==> config.mk <==
export PLATFORM = sky130hd
export DESIGN_NAME = bank_refill
export DESIGN_NICKNAME = d
export VERILOG_FILES = /design/src/rtl/bank_pkg.sv /design/src/rtl/bank_victim_sel.sv /design/src/rtl/bank_refill.sv
export SDC_FILE = /design/constraint.sdc
export NUM_CORES = 1
export LEC_CHECK = 0
export BUFFER_PORTS_ARGS = -buffer_cell sky130_fd_sc_hd__buf_2
export CAP_MARGIN = 20
export CORE_ASPECT_RATIO = 0.5
export CORE_UTILIZATION = 45
export CTS_CLUSTER_DIAMETER = 120
export DETAILED_ROUTE_END_ITERATION = 8
export GPL_ROUTABILITY_DRIVEN = 0
export GPL_TIMING_DRIVEN = 0
export MAX_ROUTING_LAYER = met4
export PLACE_DENSITY_LB_ADDON = 0.3
export SLEW_MARGIN = 20
export SYNTH_ARGS = -nofsm -noshare
export SYNTH_HDL_FRONTEND = slang
export SYNTH_SLANG_ARGS = --single-unit
==> constraint.sdc <==
create_clock -name clk -period 8.2 [get_ports clk]
set_input_delay 0.41 -clock clk [delete_from_list [all_inputs] [get_ports clk]]
set_output_delay 0.41 -clock clk [all_outputs]
set_load 0.05 [all_outputs]
==> src/rtl/bank_pkg.sv <==
// Shared definitions for the tile-cache refill path and the tag-compare stage.
package bank_pkg;

    localparam int NUM_BANKS = 4;
    localparam int RR_W      = $clog2(NUM_BANKS);
    localparam int TAG_W     = 9;
    localparam logic [TAG_W-1:0] INVALID_TAG = '1;

    typedef enum logic [1:0] {
        IDLE,
        REQ,
        DATA,
        DONE
    } refill_state_t;

    typedef logic [NUM_BANKS-1:0] bank_sel_t;

endpackage

==> src/rtl/bank_victim_sel.sv <==
// Victim choice: lowest-index invalid bank, otherwise the round-robin bank.
module bank_victim_sel
    import bank_pkg::*;
(
    input  logic [NUM_BANKS-1:0] bank_valid_i,
    input  logic [RR_W-1:0]      rr_i,
    output bank_sel_t            victim_o,
    output logic                 from_rr_o
);

    always_comb begin
        victim_o  = '0;
        from_rr_o = 1'b0;
        if (&bank_valid_i) begin
            victim_o  = bank_sel_t'(1 << rr_i);
            from_rr_o = 1'b1;
        end else begin
            // Walk downward so the lowest invalid index is the last one written.
            for (int i = NUM_BANKS - 1; i >= 0; i--) begin
                if (!bank_valid_i[i]) begin
                    victim_o = bank_sel_t'(1 << i);
                end
            end
        end
    end

endmodule

==> src/rtl/bank_refill.sv <==
// Miss-side refill controller: picks a victim bank, fetches one burst, writes it
// into the bank and publishes the new per-bank tags.
module bank_refill
    import bank_pkg::NUM_BANKS, bank_pkg::RR_W, bank_pkg::bank_sel_t,
           bank_pkg::refill_state_t, bank_pkg::IDLE, bank_pkg::REQ,
           bank_pkg::DATA, bank_pkg::DONE;
#(
    parameter  int TAG_W  = 9,
    parameter  int DATA_W = 32,
    parameter  int BEATS  = 16,
    localparam int OFF_W  = $clog2(BEATS)
) (
    input  logic                   clk,
    input  logic                   rst,
    input  logic                   miss_valid,
    input  logic [TAG_W-1:0]       miss_tag,
    output logic                   miss_ready,
    output logic                   mem_req,
    output logic [TAG_W+OFF_W-1:0] mem_addr,
    input  logic                   mem_gnt,
    input  logic                   mem_rvalid,
    input  logic [DATA_W-1:0]      mem_rdata,
    output logic                   wr_en,
    output logic [NUM_BANKS-1:0]   wr_bank,
    output logic [OFF_W-1:0]       wr_offset,
    output logic [DATA_W-1:0]      wr_data,
    output logic [TAG_W-1:0]       bank0_tag,
    output logic [TAG_W-1:0]       bank1_tag,
    output logic [TAG_W-1:0]       bank2_tag,
    output logic [TAG_W-1:0]       bank3_tag,
    output logic [NUM_BANKS-1:0]   bank_valid,
    output logic                   fill_done,
    output logic [NUM_BANKS-1:0]   fill_bank
);

    localparam logic [TAG_W-1:0] INV_TAG  = '1;
    localparam logic [OFF_W-1:0] LAST_OFF = OFF_W'(BEATS - 1);

    refill_state_t        state_q, state_d;
    logic [TAG_W-1:0]     tags_q [NUM_BANKS];
    logic [NUM_BANKS-1:0] valid_q;
    logic [RR_W-1:0]      rr_q;
    logic [OFF_W-1:0]     cnt_q;
    logic [TAG_W-1:0]     tag_q;
    bank_sel_t            victim_q;
    logic                 from_rr_q;

    logic                 wr_en_q;
    bank_sel_t            wr_bank_q;
    logic [OFF_W-1:0]     wr_offset_q;
    logic [DATA_W-1:0]    wr_data_q;

    logic                 accept;
    logic                 last_beat;
    bank_sel_t            dup_sel;
    logic                 dup_hit;
    bank_sel_t            vsel;
    logic                 vfrom_rr;

    bank_victim_sel u_victim (
        .bank_valid_i (valid_q),
        .rr_i         (rr_q),
        .victim_o     (vsel),
        .from_rr_o    (vfrom_rr)
    );

    always_comb begin
        dup_sel = '0;
        for (int i = 0; i < NUM_BANKS; i++) begin
            dup_sel[i] = valid_q[i] && (tags_q[i] == miss_tag);
        end
        dup_hit = |dup_sel;
    end

    always_comb begin
        state_d    = state_q;
        miss_ready = (state_q == IDLE);
        accept     = miss_valid && miss_ready;
        last_beat  = (state_q == DATA) && mem_rvalid && (cnt_q == LAST_OFF);
        case (state_q)
            IDLE: begin
                if (accept) begin
                    if (dup_hit) begin
                        state_d = DONE;
                    end else if (miss_tag != INV_TAG) begin
                        state_d = REQ;
                    end
                end
            end
            REQ:     if (mem_gnt) state_d = DATA;
            DATA:    if (last_beat) state_d = DONE;
            DONE:    state_d = IDLE;
            default: state_d = IDLE;
        endcase
    end

    always_ff @(posedge clk) begin
        if (rst) begin
            state_q     <= IDLE;
            for (int i = 0; i < NUM_BANKS; i++) tags_q[i] <= INV_TAG;
            valid_q     <= '0;
            rr_q        <= '0;
            cnt_q       <= '0;
            tag_q       <= '0;
            victim_q    <= '0;
            from_rr_q   <= 1'b0;
            wr_en_q     <= 1'b0;
            wr_bank_q   <= '0;
            wr_offset_q <= '0;
            wr_data_q   <= '0;
        end else begin
            state_q <= state_d;
            wr_en_q <= 1'b0;

            if (accept) begin
                if (dup_hit) begin
                    victim_q  <= dup_sel;
                    from_rr_q <= 1'b0;
                end else if (miss_tag != INV_TAG) begin
                    // Invalidate the victim immediately so tag compare cannot hit stale lines.
                    tag_q     <= miss_tag;
                    victim_q  <= vsel;
                    from_rr_q <= vfrom_rr;
                    valid_q   <= valid_q & ~vsel;
                    for (int i = 0; i < NUM_BANKS; i++) begin
                        if (vsel[i]) tags_q[i] <= INV_TAG;
                    end
                end
            end

            if ((state_q == REQ) && mem_gnt) begin
                cnt_q <= '0;
            end

            if ((state_q == DATA) && mem_rvalid) begin
                wr_en_q     <= 1'b1;
                wr_bank_q   <= victim_q;
                wr_offset_q <= cnt_q;
                wr_data_q   <= mem_rdata;
                cnt_q       <= cnt_q + 1'b1;
            end

            // Publish the tag together with the final write strobe.
            if (last_beat) begin
                valid_q <= valid_q | victim_q;
                for (int i = 0; i < NUM_BANKS; i++) begin
                    if (victim_q[i]) tags_q[i] <= tag_q;
                end
                if (from_rr_q) rr_q <= rr_q + 1'b1;
            end
        end
    end

    assign mem_req    = (state_q == REQ);
    assign mem_addr   = {tag_q, {OFF_W{1'b0}}};
    assign fill_done  = (state_q == DONE);
    assign fill_bank  = fill_done ? victim_q : '0;
    assign wr_en      = wr_en_q;
    assign wr_bank    = wr_bank_q;
    assign wr_offset  = wr_offset_q;
    assign wr_data    = wr_data_q;
    assign bank0_tag  = tags_q[0];
    assign bank1_tag  = tags_q[1];
    assign bank2_tag  = tags_q[2];
    assign bank3_tag  = tags_q[3];
    assign bank_valid = valid_q;

endmodule

==> key figures, run 1 <==
Synthesis
  – Top-count cell post-synth: nand2_1
  – #FFs+latches synth: 103
  – Post-synth EDFFs: 27
  – Synth Warn #: 0
  – Post-Syn Area: 4740 um^2
  – Top cell type by total area after synthesis: dfxtp_1
  – Mapped Cells: 523
  – Syn_area_per_cell: 9.06 um^2
  – Top cell type's share of synthesized area: about a third
  – Synth cell count leaders: 99 x nand2_1, 76 x dfxtp_1, 63 x a21oi_1, 37 x xnor2_1, 28 x nand2b_1
  – Asr flop ratio synth: 0%
  – Number of library cell types mapped by synthesis: 46
  – Top cells by area, synth: dfxtp_1 32%, edfxtp_1 17%, nand2_1 7.8%
  – Register area share after synthesis: between 40% and 50%
  – Main synth FF type: dfxtp_1

Worst hold path
  – Worst min-delay path class: input pin to flip-flop
  – Worst hold stages: 3

Run status
  – Run status: complete, no violations

CTS
  – CTS root buf: clkbuf_16
  – Clk pin slew, worst setup/hold paths: 70 ps
  – CTS tree: done
  – Clk Latency, worst-skew pair: roughly 340 ps
  – CTS max path bufs: 2
  – Post-cts sizing count: 0
  – Hold_buf cts: 0
  – CTS Buf Count: 9
  – Sink Count: 103
  – Number of H-tree levels: 3
  – Setup bufs post-CTS: 0

Power
  – PwrDens: 249 nW/um^2
  – Worst VDD drop: 0.126 mV
  – Static leakage: 2.31 nW

Final layout
  – Non-Filler Instances: 816
  – Layout area overhead: 25.2%
  – Multi-input gate area: around 2200 um^2
  – Fillcell total: 933
  – Ant. Diodes: 0
  – NumNets Final: 726
  – Share of post-route cells with drive strength above 1: 26.2%
  – Storage cell area: 2330 um^2

Run
  – Max-cap viol count: 0

Setup path
  – Max incr delay on CP: 670 ps
  – Required @ worst endpoint: between 8000 and 9000 ps
  – Critical path arrival: 2970 ps
  – WS Path Type: flip-flop to flip-flop
  – CP endpoint kind: flip-flop
  – CP Cell Sequence: ha_1 -> and2_1 -> clkbuf_1 -> nand4_1 -> nor3_2 -> a211o_1
  – Crit. path cell count: 6
  – Worst Path Buf+Inv: 1
  – Crit-path max FO: 10
  – R2R cell count: 6
  – CP delay by family, top: simple AND/OR/NAND/NOR gates
  – Worst Setup Start Kind: flip-flop
  – Slowest stage cell, crit path: nor3_2

Timing
  – Max Slew Vio Count: 0
  – Final worst-path cycle share: a little over a third
  – RSZ-0062 raised after global routing: false
  – Setup violators final: 0
  – Fmax: 0.337 GHz
  – Final TNS setup: 0 ps
  – Relative slew margins: a little under a third
  – Min cycle time layout: 2970 ps
  – Slew @ Worst Pin: 1020 ps
  – Hold Vio Cnt, Final: 0
  – Max Clock Skew: 9.65 ps

Global route
  – GRT Total Usage: 23.8%
  – GRT overflow: 0
  – Initial antenna violation count: 0
  – Pin count of the biggest net entering global routing: 18
  – Vias in the first global route: 3670
  – First-pass GRT wire length: 19300 um

Drt
  – Vias per inst: 5.27
  – Final WL: ~13000 um
  – First-pass DRT Iterations: 5
  – Starting DRC count in detailed routing: 362
  – ANT nets after route: 0
  – Routed len/inst: 15.5 um
  – Routed vias: 4302
  – Drt drc: 0

Die
  – Core area: 10200 um^2
  – Initial core utilization: 46.4%
  – Die ar.: approximately 11000 um^2
  – Die X: 147 um
  – Die Ht: 74.6 um
  – I/O Pins: between 100 and 150
  – Placement Rows: 26

Placed design
  – Placed Cells: 800
  – I/O Buffers: 133
  – Dpl hpwl: 8880 um
## per-stage QoR
step	utilization, %	setup slack (ps)	hold WS, ps	cell area [um^2]	power, W
floorplan	-	4750	457	4750	0.000926
global placement	54.8	4170	439	5590	0.00103
detailed placement	54.9	5270	446	5610	0.00103
CTS	58.0	5300	296	5930	0.00148
global route	58.1	5070	304	5930	0.00154
finish	58.1	5230	301	5930	0.00148
## area by class of cell
type                            count  area share (%)
Clock inverter                      6            1.46
Tap cell                          140            2.95
Buffer                             39            3.88
Sequential cell                   103            39.3
Inverter                           12           0.759
Multi-Input combinational cell    372            36.4
Timing Repair Buffer              134            11.3
Clock buffer                       10            3.86
## cells in the final DEF, fill, tap and decap left out, drive strengths merged, types with 10 or more instances in the layout
cell	synthesis	final
dfxtp	76	76
edfxtp	27	27
nand2b	28	28
nand3	15	15
o21ai	11	11
clkbuf	19	29
inv	12	12
a21oi	64	64
nor3	11	11
buf	20	154
a211oi	16	16
xnor2	37	37
nor2	22	22
a31oi	10	10
nand2	99	99
nand4	13	13
## state kept, by name, indices dropped and copies added (netlist names), 2 cells and up
name and flops:
tags_q 36, wr_data 32, tag_q 9, bank_valid 4
cnt_q 4, victim_q 4, wr_bank 4, wr_offset 4
rr_q 2, state_q 2
## cell families (layout without fill, tap and decap cells)
| kind of cell | after synthesis | count (layout) | share of synthesized area (%) |
|---|---|---|---|
| other | 1 | 4 | 0.0791 |
| buffers and inverters | 51 | 201 | 5.81 |
| flip-flops | 103 | 103 | 49.2 |
| AO/OA/AOI/OAI | 120 | 120 | 15.6 |
| adder cells (fa/ha/maj) | 9 | 9 | 2.38 |
| XOR/XNOR | 37 | 37 | 6.84 |
| AND/OR/NAND/NOR | 202 | 202 | 20.1 |
## power breakdown
group	switching, W	total (W)	internal (W)
clock	0.000187	0.000455	0.000267
combinational	0.000292	0.000411	0.000119
sequential	0.0000487	0.000614	0.000565
## routing by layer
metal	up-vias	wire (um)	share of wire (%)	GRT usage [%]
li1	2082	-	-	-
met1	2033	5850	46	32.3
met2	177	5760	46	37.0
met3	10	900	7.1	4.17
met4	0	104	0.82	5.73
met5	-	0	0	-
## worst register-to-register path, stage by stage, from the launching register on
cell,delay (ps)
dfxtp_1,420
ha_1,250
and2_1,140
clkbuf_1,310
nand4_1,360
nor3_2,670
a211o_1,470
## path summary, 6_finish.rpt
path | startpoint | end | slack [ps]
hold reg to reg | wr_data[12] | wr_data[12] | 450
setup reg to reg | state_q[1] | tags_q[1][8] | 5230
setup / recovery | state_q[1] | tags_q[1][8] | 5230
hold / removal | mem_rdata[12] | wr_data[12] | 300
Power figures use the tool's default switching activity.
==> run 2, diff against run 1 <==
--- a/config.mk
+++ b/config.mk
@@ -5,6 +5,7 @@
 export SDC_FILE = /design/constraint.sdc
 export NUM_CORES = 1
 export LEC_CHECK = 0
+export ABC_AREA = 1
 export BUFFER_PORTS_ARGS = -buffer_cell sky130_fd_sc_hd__buf_2
 export CAP_MARGIN = 20
 export CORE_ASPECT_RATIO = 0.5
==> constraint.sdc (replaced) <==
create_clock -name clk -period 2.41 [get_ports clk]
set_input_delay 0.1205 -clock clk [delete_from_list [all_inputs] [get_ports clk]]
set_output_delay 0.1205 -clock clk [all_outputs]
set_load 0.05 [all_outputs]
==> key figures, run 2 <==
Timing
  – Slew @ Worst Pin: between 600 and 700 ps
  – RSZ-0062 raised after global routing: true
  – Final TNS setup: 0 ps
  – Setup violators final: 0
  – Fin worst setup slack: 109 ps
  – Max Slew Vio Count: 0
  – Min cycle time layout: ~2300 ps
  – Relative slew margins: approximately 57%
  – Fmax: 0.435 GHz
  – Hold Slack: 20.1 ps
  – Max Clock Skew: 6.22 ps
  – Hold Vio Cnt, Final: 0
  – Final worst-path cycle share: 95.5%

Final layout
  – Storage cell area: ~2300 um^2
  – NumNets Final: approximately 850
  – Share of post-route cells with drive strength above 1: around a quarter
  – Commonest non-fill, non-tap cells in the layout: 156 x nand2_1, 142 x buf_2, 116 x nor2_1
  – Core utilization of the finished layout: 58.5%
  – Non-Filler Instances: ~940
  – Biggest register: tags_q
  – Layout area overhead: 25.4%
  – Largest register FFs: 36
  – Multi-input gate area: 2100 um^2
  – Ant. Diodes: 0
  – Fillcell total: 990
  – Leading cell type in the layout, fill and taps excluded: nand2_1

Synthesis
  – Top cell type by total area after synthesis: dfxtp_1
  – Register area share after synthesis: 48.7%
  – Top cells by area, synth: dfxtp_1 32%, edfxtp_1 17%, nand2_1 12%
  – Synth cell count leaders: 158 x nand2_1, 117 x nor2_1, 76 x dfxtp_1, 53 x inv_1, 52 x o21ai_0
  – Top cell type's share of synthesized area: 31.8%
  – Synth Warn #: 0
  – Syn_area_per_cell: 7.50 um^2
  – Post-synth EDFFs: 27
  – Mapped Cells: between 600 and 700
  – Number of library cell types mapped by synthesis: 34
  – Main synth FF type: dfxtp_1
  – Top-count cell post-synth: nand2_1
  – Asr flop ratio synth: 0%
  – #FFs+latches synth: 103
  – Post-Syn Area: about 4800 um^2

CTS
  – CTS tree: done
  – Clk Latency, worst-skew pair: 350 ps
  – CTS root buf: clkbuf_16
  – Sink Count: 103
  – Clk pin slew, worst setup/hold paths: 70 ps
  – CTS max path bufs: 2
  – Number of H-tree levels: 3
  – CTS Buf Count: 9

Power
  – PwrDens: 968 nW/um^2
  – Static leakage: 2.84 nW
  – Worst VDD drop: 0.535 mV

Setup path
  – CP Cell Sequence: nand2_1 -> nor2_1 -> nand3_1 -> nor2_2 -> nor2_4 -> nand2_4 -> nor2_4 -> nand2_1 -> nand3_1
  – Critical path arrival: 2210 ps
  – WS Path Type: flip-flop to flip-flop
  – Required @ worst endpoint: 2320 ps
  – Slowest stage cell, crit path: dfxtp_1
  – Crit Reg-Reg Startpoint: bank_valid[0]
  – CP endpoint kind: flip-flop
  – R2R Path End: tags_q[3][0]
  – Crit-path max FO: 9
  – Reg2reg setup slack: 110 ps
  – Max incr delay on CP: 490 ps
  – Worst Setup Start Kind: flip-flop
  – R2R cell count: 9

Global route
  – GRT overflow: 0
  – First-pass GRT wire length: 20100 um
  – Pin count of the biggest net entering global routing: 17
  – Vias in the first global route: a little over 4000
  – GRT Total Usage: 24.8%
  – Initial antenna violation count: 0

Worst hold path
  – Worst hold stages: 3
  – Worst min-delay path class: input pin to flip-flop
  – HP Start: mem_rdata[9]
  – Worst hold endpoint: wr_data[9]

Placed design
  – DP Worst Slack: -127 ps
  – Placed Cells: 921
  – Dpl hpwl: approximately 9600 um
  – I/O Buffers: 139

Die
  – Core area: 10300 um^2
  – Initial core utilization: a little under half
  – I/O Pins: 147
  – Die X: 148 um
  – Die ar.: 11100 um^2
  – Die Ht: between 70 and 80 um
  – Placement Rows: 26

Drt
  – Starting DRC count in detailed routing: approximately 290
  – Vias per inst: 4.91
  – First-pass DRT Iterations: 5
  – Drt drc: 0
  – Final WL: 13000 um
  – ANT nets after route: 0
  – Routed vias: around 4600
  – Routed len/inst: 13.9 um

Run status
  – Run status: complete, no violations

Run
  – Max-cap viol count: 0
## run 2: cell types whose count changed after synthesis, moves of 10 or more
cell,delta
a21oi_1,-30
o21ai_1,+15
inv_1,+41
nand4_1,-11
nand2b_1,-28
o21ai_0,+41
nand2_1,+59
a211oi_1,-15
xnor2_1,-33
a31oi_1,-10
nor2_1,+95
inv_2,+13
## run 2: kinds of logic after synthesis
family | Yosys count | share of synthesized area [%]
flops | 103 | 48.7
other cells | 1 | 0.0783
xor+xnor | 10 | 1.83
compound gates | 104 | 11.1
fa+ha+maj | 9 | 2.35
buf+inv | 93 | 7.94
simple gates | 319 | 28.0
## run 2: worst max-delay path: cells and delay by family (launching register included)
kind          cells  cell delay [ps]
flops             1              490
simple gates      9             1380
## run 2: worst max-delay path by stage
stage,start,end,slack (ps)
floorplan,state_q[0],tags_q[1][0],310
global placement,state_q[0],tags_q[1][3],-100
detailed placement,state_q[0],tags_q[1][6],-130
CTS,state_q[0],tags_q[1][0],50
global route,bank_valid[0],tags_q[3][7],-50
finish,bank_valid[0],tags_q[3][0],110
## run 2: what timing repair did
item / CTS / global route
pin swaps: 0 / 1
gates resized for setup: 2 / 1
endpoints found under the setup margin: 10 / 32
buffers inserted: 0 / 2
hold buffers: 0 / 0
## run 2: layout make-up
cell class,count,area share [%]
flip-flops and latches,103,38.8
multi-input cells,446,34.9
repair buffers,141,11.8
inverters,69,4.33
clock buffers,10,3.87
well taps,140,2.91
plain buffers,24,2.00
clock inverters,5,1.35
## run 2: where the power goes
group          internal (W)  total, W  switching, W
combinational      0.000483   0.00205       0.00157
sequential          0.00204   0.00221      0.000171
clock              0.000919   0.00156      0.000639
## run 2: per-stage QoR
step | area, um^2 | total power [W]
final | 6010 | 0.00582
after detailed placement | 5670 | 0.00429
after global placement | 5670 | 0.00427
after CTS | 5990 | 0.00585
after floorplan | 4800 | 0.00380
after global routing | 6010 | 0.00611
## run 2: metal layers
metal | vias to the layer above | share of wire (%) | GRT usage [%]
met5 | - | 0 | -
met4 | 0 | 1.6 | 8.13
met2 | 207 | 44 | 39.2
met1 | 2069 | 46 | 32.2
li1 | 2316 | - | -
met3 | 18 | 8.7 | 5.39
==> run 3, diff against run 2 <==
--- a/config.mk
+++ b/config.mk
@@ -8,8 +8,10 @@
 export ABC_AREA = 1
 export BUFFER_PORTS_ARGS = -buffer_cell sky130_fd_sc_hd__buf_2
 export CAP_MARGIN = 20
+export CELL_PAD_IN_SITES_DETAIL_PLACEMENT = 1
+export CELL_PAD_IN_SITES_GLOBAL_PLACEMENT = 1
 export CORE_ASPECT_RATIO = 0.5
-export CORE_UTILIZATION = 45
+export CORE_UTILIZATION = 33
 export CTS_CLUSTER_DIAMETER = 120
 export DETAILED_ROUTE_END_ITERATION = 8
 export GPL_ROUTABILITY_DRIVEN = 0
==> key figures, run 3 (same netlist as run 2, synthesis figures left out) <==
Global route
  – First-pass GRT wire length: 23100 um
  – Pin count of the biggest net entering global routing: 18
  – Vias in the first global route: 4495
  – GRT Total Usage: 21.0%
  – GRT overflow: 0
  – Initial antenna violation count: 0

Final layout
  – Final Cell Area: 6070 um^2
  – Leading cell type in the layout, fill and taps excluded: nand2_1
  – Largest register FFs: 36
  – Core utilization of the finished layout: between 40 and 50%
  – Share of post-route cells with drive strength above 1: 25.7%
  – NumNets Final: about 850
  – Biggest register: tags_q
  – Ant. Diodes: 0
  – Commonest non-fill, non-tap cells in the layout: 156 x nand2_1, 142 x buf_2, 116 x nor2_1
  – Layout area overhead: 26.8%
  – Non-Filler Instances: 990

Setup path
  – Crit Reg-Reg Startpoint: state_q[0]
  – Worst Setup Start Kind: flip-flop
  – Critical path arrival: roughly 2200 ps
  – R2R Path End: tags_q[0][4]
  – CP endpoint kind: flip-flop
  – R2R cell count: 8
  – Crit-path max FO: 10
  – WS Path Type: flip-flop to flip-flop
  – Reg2reg setup slack: 170 ps
  – Required @ worst endpoint: 2410 ps

CTS
  – Sink Count: 103
  – Clk Latency, worst-skew pair: 360 ps
  – CTS Buf Count: 9
  – Number of H-tree levels: 3
  – CTS tree: done
  – CTS max path bufs: 2
  – CTS root buf: clkbuf_16
  – Clk pin slew, worst setup/hold paths: 70 ps

Die
  – Die ar.: 15000 um^2
  – Initial core utilization: 34.6%
  – Die Ht: 87.2 um
  – I/O Pins: around 150
  – Core area: 13900 um^2
  – Placement Rows: 30
  – Die X: 172 um

Drt
  – ANT nets after route: 0
  – Final WL: roughly 15000 um
  – Starting DRC count in detailed routing: 176
  – Drt drc: 0
  – Vias per inst: 4.65
  – First-pass DRT Iterations: 4
  – Routed vias: 4604
  – Routed len/inst: roughly 15 um

Placed design
  – Placed Cells: roughly 970
  – Post-DP Area: roughly 5700 um^2
  – I/O Buffers: between 100 and 150
  – Dpl hpwl: 11400 um

Timing
  – Fmax: 0.447 GHz
  – Max Clock Skew: about 12 ps
  – Max Slew Vio Count: 0
  – Final worst-path cycle share: between 90 and 100%
  – Slew @ Worst Pin: 632 ps
  – Min cycle time layout: 2240 ps
  – Hold Vio Cnt, Final: 0
  – Setup violators final: 0
  – Relative slew margins: 57.9%

Power
  – Total power: 0.00579 W
  – Static leakage: 2.83 nW
  – PwrDens: 952 nW/um^2
  – Worst VDD drop: roughly 0.36 mV

Worst hold path
  – Worst min-delay path class: input pin to flip-flop
  – Worst hold stages: 3
  – Worst hold endpoint: wr_data[20]
  – HP Start: mem_rdata[20]

Run
  – Max-cap viol count: 0

Run status
  – Run status: complete, no violations
-- run 3: changes by cell type in the layout (fill, tap and decap cells not counted), sizes merged --
cell / previous run / this run
clkinvlp: 0 / 1
bufinv: 2 / 0
inv: 68 / 69
buf: 151 / 150
clkinv: 4 / 3
clkbuf: 24 / 26
-- run 3: worst max path at each step --
stage	start	to	slack, ps	depth (start not counted)
5_1_grt	state_q[0]	tags_q[0][8]	-5	8
3_3_place_gp	state_q[0]	tags_q[1][3]	-110	10
4_1_cts	state_q[0]	tags_q[2][7]	30	11
6_report	state_q[0]	tags_q[0][4]	170	8
2_1_floorplan	state_q[0]	tags_q[1][0]	310	10
3_5_place_dp	state_q[0]	tags_q[1][6]	-220	10
-- run 3: worst max-delay path: stages, from the launching register on --
cell and delay (ps):
dfxtp_1 340, inv_1 110, ha_1 220, nand2_2 160, nor2_1 170, inv_2 70, nor2_4 220, nand3_1 170
nand2_1 440
-- run 3: repair_timing --
action	in CTS	in global routing
setup endpoints to repair	18	36
gates resized for setup	2	5
hold buffers	0	0
setup buffers	1	0
pin swaps	1	0
-- run 3: metrics by stage --
| step | worst slack [ps] | hold WS, ps | TNS [ps] |
|---|---|---|---|
| 4_1_cts | 34.4 | 11.5 | 0 |
| 3_5_place_dp | -216 | 381 | -2720 |
| 2_1_floorplan | 306 | 272 | 0 |
| 6_report | 172 | 22.3 | 0 |
| 3_3_place_gp | -112 | 369 | -1010 |
| 5_1_grt | -5.30 | 24.2 | -5.30 |
-- run 3: routing by layer --
metal,global-route usage [%],vias to the layer above,wire length [um]
li1,-,2314,-
met1,26.8,2178,7330
met2,34.2,105,6830
met3,4.41,7,722
met4,4.83,0,100
met5,-,-,0
-- run 3: power by group --
group | switching [W] | total (W) | internal [W]
registers | 0.000174 | 0.00221 | 0.00204
clock network | 0.000696 | 0.00150 | 0.000806
logic | 0.00159 | 0.00207 | 0.000485
-- run 3: final cells by class --
class / instances / area, um^2
Multi-Input combinational cell: 446 / 2120
Buffer: 24 / 120
Clock buffer: 12 / 268
Fill cell: 1791 / 7780
Sequential cell: 103 / 2330
Inverter: 69 / 260
Timing Repair Buffer: 140 / 703
Clock inverter: 4 / 33.8
Tap cell: 192 / 240
